--- src/rtl/byte_serial_adder_if.sv ---
// byte_serial_adder_if: operand request / result response bundle for the
// byte-serial adder.
//   request : in_valid, in_ready, a, b, cin, sub
//   response: out_valid, out_ready, sum, cout, ovf
// slave is the adder side; master is the producer/consumer side.
interface byte_serial_adder_if #(
  parameter int NBYTES = 4
);
  logic                  in_valid;
  logic                  in_ready;
  logic [8*NBYTES-1:0]   a;
  logic [8*NBYTES-1:0]   b;
  logic                  cin;
  logic                  sub;
  logic                  out_valid;
  logic                  out_ready;
  logic [8*NBYTES-1:0]   sum;
  logic                  cout;
  logic                  ovf;

  modport slave (
    input  in_valid, a, b, cin, sub, out_ready,
    output in_ready, out_valid, sum, cout, ovf
  );

  modport master (
    output in_valid, a, b, cin, sub, out_ready,
    input  in_ready, out_valid, sum, cout, ovf
  );
endinterface

--- src/rtl/byte_serial_adder.sv ---
// byte_serial_adder: NBYTES-wide add/subtract done one byte per clock,
// LSB first, through a single 8-bit adder. The byte carry is registered and
// fed back into the next byte.
//   clk  : rising-edge clock
//   rst  : asynchronous active-high reset
//   bus  : byte_serial_adder_if.slave
//          in_valid/in_ready + a, b, cin, sub  (accepted only in IDLE)
//          out_valid/out_ready + sum, cout, ovf (held through DONE and IDLE)
// Latency is NBYTES+1 cycles from acceptance; one op per NBYTES+2 cycles.

module eightbitadder (
  input  logic [7:0] a,
  input  logic [7:0] b,
  input  logic       ci,
  output logic [7:0] s,
  output logic       co
);
  assign {co, s} = 9'(a) + 9'(b) + 9'(ci);
endmodule

module byte_serial_adder #(
  parameter int NBYTES = 4
) (
  input  logic                 clk,
  input  logic                 rst,
  byte_serial_adder_if.slave   bus
);
  localparam int W  = 8 * NBYTES;
  localparam int IW = $clog2(NBYTES);

  typedef enum logic [1:0] {IDLE, RUN, DONE} state_t;

  state_t          state, state_nxt;
  logic [IW-1:0]   idx;
  logic [W-1:0]    op_a;
  logic [W-1:0]    op_b;      // already inverted for subtract
  logic [W-1:0]    sum_q;
  logic            carry;
  logic            cout_q;
  logic            ovf_q;

  logic [7:0]      add_a, add_b, add_s;
  logic            add_co;
  logic            last;

  assign last  = (idx == IW'(NBYTES - 1));
  assign add_a = op_a[{idx, 3'b000} +: 8];
  assign add_b = op_b[{idx, 3'b000} +: 8];

  eightbitadder u_add (
    .a  (add_a),
    .b  (add_b),
    .ci (carry),
    .s  (add_s),
    .co (add_co)
  );

  // state register
  always_ff @(posedge clk or posedge rst) begin
    if (rst) state <= IDLE;
    else     state <= state_nxt;
  end

  // next state
  always_comb begin
    state_nxt = state;
    case (state)
      IDLE:    if (bus.in_valid)  state_nxt = RUN;
      RUN:     if (last)          state_nxt = DONE;
      DONE:    if (bus.out_ready) state_nxt = IDLE;
      default:                    state_nxt = IDLE;
    endcase
  end

  // Datapath. Subtract is folded into the operands at acceptance
  // (B inverted, carry seeded with 1), so the op flag need not be kept.
  always_ff @(posedge clk or posedge rst) begin
    if (rst) begin
      idx    <= '0;
      op_a   <= '0;
      op_b   <= '0;
      sum_q  <= '0;
      carry  <= 1'b0;
      cout_q <= 1'b0;
      ovf_q  <= 1'b0;
    end else begin
      case (state)
        IDLE: begin
          if (bus.in_valid) begin
            op_a  <= bus.a;
            op_b  <= bus.sub ? ~bus.b : bus.b;
            carry <= bus.sub ? 1'b1 : bus.cin;
            idx   <= '0;
          end
        end
        RUN: begin
          sum_q[{idx, 3'b000} +: 8] <= add_s;
          carry                     <= add_co;
          if (last) begin
            cout_q <= add_co;
            // operands agree in sign but the result sign differs
            ovf_q  <= (op_a[W-1] == op_b[W-1]) && (add_s[7] != op_a[W-1]);
          end else begin
            idx <= idx + 1'b1;
          end
        end
        default: ;
      endcase
    end
  end

  assign bus.in_ready  = (state == IDLE);
  assign bus.out_valid = (state == DONE);
  assign bus.sum       = sum_q;
  assign bus.cout      = cout_q;
  assign bus.ovf       = ovf_q;
endmodule

--- src/flat_wrapper.sv ---
// flat-port wrapper written by rule: the top's interface ports become plain ports
module byte_serial_adder_flat 
#(
  parameter int NBYTES = 4
)
  (clk, rst, bus_in_valid, bus_a, bus_b, bus_cin, bus_sub, bus_out_ready, bus_in_ready, bus_out_valid, bus_sum, bus_cout, bus_ovf);
  byte_serial_adder_if #(.NBYTES(NBYTES)) bus_i ();
  input  logic clk;
  input  logic rst;
  input wire logic [$bits(bus_i.in_valid)-1:0] bus_in_valid;
  input wire logic [$bits(bus_i.a)-1:0] bus_a;
  input wire logic [$bits(bus_i.b)-1:0] bus_b;
  input wire logic [$bits(bus_i.cin)-1:0] bus_cin;
  input wire logic [$bits(bus_i.sub)-1:0] bus_sub;
  input wire logic [$bits(bus_i.out_ready)-1:0] bus_out_ready;
  output wire logic [$bits(bus_i.in_ready)-1:0] bus_in_ready;
  output wire logic [$bits(bus_i.out_valid)-1:0] bus_out_valid;
  output wire logic [$bits(bus_i.sum)-1:0] bus_sum;
  output wire logic [$bits(bus_i.cout)-1:0] bus_cout;
  output wire logic [$bits(bus_i.ovf)-1:0] bus_ovf;
  assign bus_i.in_valid = bus_in_valid;
  assign bus_i.a = bus_a;
  assign bus_i.b = bus_b;
  assign bus_i.cin = bus_cin;
  assign bus_i.sub = bus_sub;
  assign bus_i.out_ready = bus_out_ready;
  assign bus_in_ready = bus_i.in_ready;
  assign bus_out_valid = bus_i.out_valid;
  assign bus_sum = bus_i.sum;
  assign bus_cout = bus_i.cout;
  assign bus_ovf = bus_i.ovf;
  byte_serial_adder #(.NBYTES(NBYTES)) u_core (.clk(clk), .rst(rst), .bus(bus_i));
endmodule
--- config.mk ---
export PLATFORM = sky130hd
export DESIGN_NAME = byte_serial_adder_flat
export DESIGN_NICKNAME = d
export VERILOG_FILES = /design/src/rtl/byte_serial_adder_if.sv /design/src/rtl/byte_serial_adder.sv /design/src/flat_wrapper.sv
export SDC_FILE = /design/constraint.sdc
export NUM_CORES = 1
export LEC_CHECK = 0
export CORE_ASPECT_RATIO = 0.9
export CORE_MARGIN = 3
export CORE_UTILIZATION = 55
export DETAILED_ROUTE_END_ITERATION = 6
export PLACE_DENSITY = 0.91
export SYNTH_ARGS = -nofsm -noshare
export SYNTH_HDL_FRONTEND = slang
export SYNTH_SLANG_ARGS = --single-unit
--- constraint.sdc ---
create_clock -name clk -period 10.3 [get_ports clk]
set_clock_uncertainty 0.05 [all_clocks]
set_input_delay 1.545 -clock clk [delete_from_list [all_inputs] [get_ports clk]]
set_output_delay 1.545 -clock clk [all_outputs]
set_load 0.05 [all_outputs]
Yosys cells after proc, flatten, opt, wreduce, memory -nomap -nowiden
Index checks and enable logic that the tools add are counted.
Widths: inputs -> output; s select.

cells by class
  mux-type cells = 12
  bitwise logic cells = 1
  reductions and logical operators = 8
  shift operators = 4
  add/subtract/negate cells = 4
  equal/unequal tests = 9

operator list
  operator                number
  $shiftx 32x6->8         2
  $bwmux 32               1
  $mux 32                 1
  $not 32->32             1
  $shift 8x7->32 const A  1
  $shiftx 8x7->32         1
  $mux 2                  5
  $add 8x8->9             1
  $add 9x1->9             1
  $neg 5->7               1
  $ne 2x2->1 const B      3
  $pmux 2 s3              1
  $reduce_and 2->1        3
  $reduce_and 3->1        2
  $eq 2x2->1 const B      2
  $pmux 2 s2              1
  $add 2x1->2 const B     1
  $eq 2x1->1 const B      1
  $logic_not 2->1         1
  $mux 1                  2
  $ne 2x1->1 const B      1
  $pmux 1 s2              1
  $reduce_bool 2->1       1
  $eq 1x1->1              1
  2 further kinds         2

storage, ports and cells
  register bits = 103
  word-level logic and storage cells = 46
  bits of input ports = 70
  output and inout port bits = 36

Longest topological paths before layout
  word-level depth = 5
  depth in mapped cells = 9
  depth with buffers taken out = 8

Modules after synthesis
A second synthesis with hierarchy kept.

second synthesis, totals
  cell total of the unflattened synthesis = 394
  area total of the unflattened synthesis = 4962.3 um^2

by module, submodules not included
  module             area an instance (um^2)  instances  sequential area each (um^2)  cells each
  byte_serial_adder  4649.5                   1          2577.5                       356
  eightbitadder      312.8                    1          0.0                          38

Worst setup path after synthesis
No wires, ideal clock.

  path type = reg2reg
  from = reg u_core.idx[0]
  to = reg u_core.sum_q[22] (netlist: u_core.bus.sum[22])
  arrival = 3.065 ns
  period minus slack after synthesis = 3.198 ns
  path slack = 7.102 ns
  required time = 10.167 ns
  cell stages (with the launch flop) = 10
  buffers on the path = 1
  library setup time = 0.083 ns
  cell sequence = dfrtp_1 buf_2 mux4_2 fa_1 fa_1 a21oi_1 a2bb2oi_1 a21oi_1 a211o_1 o21ai_0

between the ends
  longest elaborated chain between the ends = 5
  elaborated cells on any way between the ends = 8
  those cells by class = add/sub (3); shift (4); mux (1)

ends and longest elaborated chain
  item                                line                                              RTL
  from (decl)                         byte_serial_adder.sv:34                           logic [IW-1:0] idx;
  from (signal assigned)              byte_serial_adder.sv:104                          idx <= idx + 1'b1;
  $shiftx 32x6->8 (on tied branches)  byte_serial_adder.sv:47, byte_serial_adder.sv:48
  $add 8x8->9                         byte_serial_adder.sv:18                           assign {co, s} = 9'(a) + 9'(b) + 9'(ci);
  $add 9x1->9                         byte_serial_adder.sv:18
  $shiftx 8x7->32                     byte_serial_adder.sv:97                           sum_q[{idx, 3'b000} +: 8] <= add_s;
  $bwmux 32 (*)                       byte_serial_adder.sv:97
  to (signal, indexed assignment)     byte_serial_adder.sv:97
  to (decl)                           byte_serial_adder.sv:37                           logic [W-1:0] sum_q;

Mark *: on every way between the ends. The rest lies on a longest branch, timed or not.
A chain may end at the register's enable or synchronous reset.

Final worst setup path
  from = reg u_core.idx[1]
  to = reg u_core.sum_q[6] (netlist: u_core.bus.sum[6])

The elaborated chain is that of the path after synthesis.

==> out/metrics.csv <==
metric;value;unit
rows;32;
vias;3485;
worst_hold_path_type;reg -> reg;
dpl.hpwl;7910;um
fmax;278;MHz
holdPathStages;2;
die_area;10100;um^2
synth-adder-area-share;4.12;%
finalHoldViolations;0;
crit_type;reg -> reg;
min_to;u_core.bus.sum[23];
grt_max_degree;99;
synth_compound_area_share;12.0;%
outcome;completed;
drv_cap;0;
fillers;614;
whs;0.438;ns
io_buffers;105;
area.growth.synth_to_final;26.6;%
clk_path_buf_depth;2;
drt-wirelength-per-cell;16.8;um
final_nets;591;
setup_viol;0;
grt_pass1_vias;3539;
synthFlopType;dfrtp_1;
yosys_warnings;0;
synth_cell_type_count;39;
r2r_cells;8;
drc;0;
syn-cell-area;4910;um^2
ir_drop;0.194;mV
min_period;3.60;ns
dp_cells;614;
finalPower;0.00233;W
rsz0062_at_grt;false;
syn_nets;492;
synth_top_family_by_area;multiplexers;
seq_area_frac_synth;52.4;%
post-cts-setup-buffer-count;0;
timing.rr.start;u_core.idx[1];
die_y;95.7;um
clockRootBuffer;clkbuf_8;
hp-start;u_core.bus.sum[23];
wl;10600;um
synth_xor_area_share;6.42;%
ctsResizeCount;0;
start_kind;flop;
antenna_found_initial;0;
drt_iter0_markers;215;
pin_count;106;
drive_gt1_share;15.1;%
synth_edf_count;0;
endpoint_kind;flop;
cp_max_fo;20;
core;8650;um^2
synth-seq-cells;103;
cp_cell_sequence;mux4_2, fa_1, fa_1, a21oi_1, a2bb2oi_1, a21oi_1, a211o_1, o21ai_0;
cts_max_level;3;
cts_made_buffers;9;
power_density;375;nW/um^2
grt_util_all_layers;22.0;%
fp.dieW;106;um
crit_required;10.52;ns
start_util;56.8;%
period_share;34.9;%
worstMarginPinSlew;0.964;ns
synthMuxAreaShare;14.7;%
cts_sinks;103;
fin_tns_setup;0;ns
drv_slew;0;
holdBufCountCts;0;
worst-r2r-setup-slack;6.70;ns
max_stage_delay;0.99;ns
slowest_stage;dfrtp_1;
clk_pin_slew_worst_paths;0.10;ns
avgSynthCellArea;12.1;um^2
cp.arrival;3.82;ns
insertion_delay;0.37;ns
r2r_end;u_core.bus.sum[6];
diodes;0;
drt-pass1-iter-count;4;
crit_start;u_core.idx[1];
cts_tree;yes;
async_flop_share;100;%
ant_nets;0;
final_cells;630;
grt_pass1_wl;17400;um
grt_overflow_total;0;
place_congestion;0.811;
synthSimpleGateAreaFrac;7.87;%
max_slew_margin;35.8;%
power.static_leakage;2.55;nW
viasPerCell;5.53;
synth_cells;407;
-- power by group --
| group | leakage (nW) | switching, W | internal [W] |
|---|---|---|---|
| clock | 0.0877 | 0.000142 | 0.0000908 |
| combinational | 1.21 | 0.000822 | 0.000573 |
| sequential | 1.25 | 0.000119 | 0.000588 |
-- critical path: cells and delay by family (launching register included) --
family	cells	cell delay [ns]
fa+ha+maj	2	0.90
compound gates	5	1.12
mux	1	0.45
flops	1	0.99
-- final cells by class --
cell class              instances  area (um^2)  area share, %
clock buffers                   9          124           1.99
flip-flops and latches        103         2580           41.4
repair buffers                108         1070           17.2
inverters                       6         25.0          0.402
clock inverters                 7         57.6          0.925
well taps                     119          149           2.39
multi-input cells             278         2220           35.7
-- sequential cells by signal, summed over array words and instances (netlist names) --
signal and cells:
u_core.bus.sum 32, u_core.op_a 32, u_core.op_b 32, u_core.idx 2
u_core.state 2, u_core.bus.cout 1, u_core.bus.ovf 1, u_core.carry 1
-- worst max path at each step --
stage | endpoint | slack [ns]
2_1_floorplan | u_core.bus.cout | 6.00
3_3_place_gp | u_core.op_a[11] | 6.78
3_5_place_dp | u_core.bus.sum[6] | 6.74
4_1_cts | u_core.bus.sum[6] | 6.70
5_1_grt | u_core.bus.sum[6] | 6.41
6_report | u_core.bus.sum[6] | 6.70
-- through the flow --
step	util (%)	area, um^2	setup WS (ns)
floorplan	-	4910	6.00
global placement	69.9	6040	6.78
detailed placement	69.9	6040	6.74
CTS	72.0	6220	6.70
global route	72.0	6220	6.41
finish	72.0	6220	6.70
-- kinds of logic (layout without fill, tap and decap cells) --
group                      Yosys count  after routing
DFF                                103            103
xor gates and xnor gates            36             36
AOI/OAI and AO/OA                   95             95
adders and majority gates           15             15
and+or+nand+nor                     84             84
muxes                               48             48
buffers and inverters               26            130
-- cells in the mapped netlist, types with 6 or more instances --
library cell,instances,area (um^2)
ha_1,13,163
a21oi_1,42,210
mux4_2,16,360
nor2_1,41,154
clkbuf_1,6,22.5
xnor2_1,35,307
dfrtp_1,103,2580
nand2_1,21,78.8
o21ai_0,14,70.1
mux2_2,32,360
buf_2,12,60.1
o21ai_1,8,40.0
nor3_1,6,30.0
a22o_1,17,149
inv_1,6,22.5
-- cell usage in the layout (no fill, tap or decap), types with 9 or more instances in the layout --
cell	netlist	routed
a22o_1	17	17
mux4_2	16	16
o21ai_0	14	14
ha_1	13	13
dfrtp_1	103	103
clkbuf_8	0	9
a21oi_1	42	42
nand2_1	21	21
mux2_2	32	32
clkdlybuf4s50_1	0	104
xnor2_1	35	35
nor2_1	41	41
-- metal layers --
layer / wire [um] / GRT usage [%] / part of all wire, %
met1: 4530 / 29.3 / 43
met2: 5340 / 37.7 / 51
met3: 606 / 4.74 / 5.7
met4: 81 / 4.75 / 0.77
met5: 0 / 0 / 0
Power figures use the tool's default switching activity.
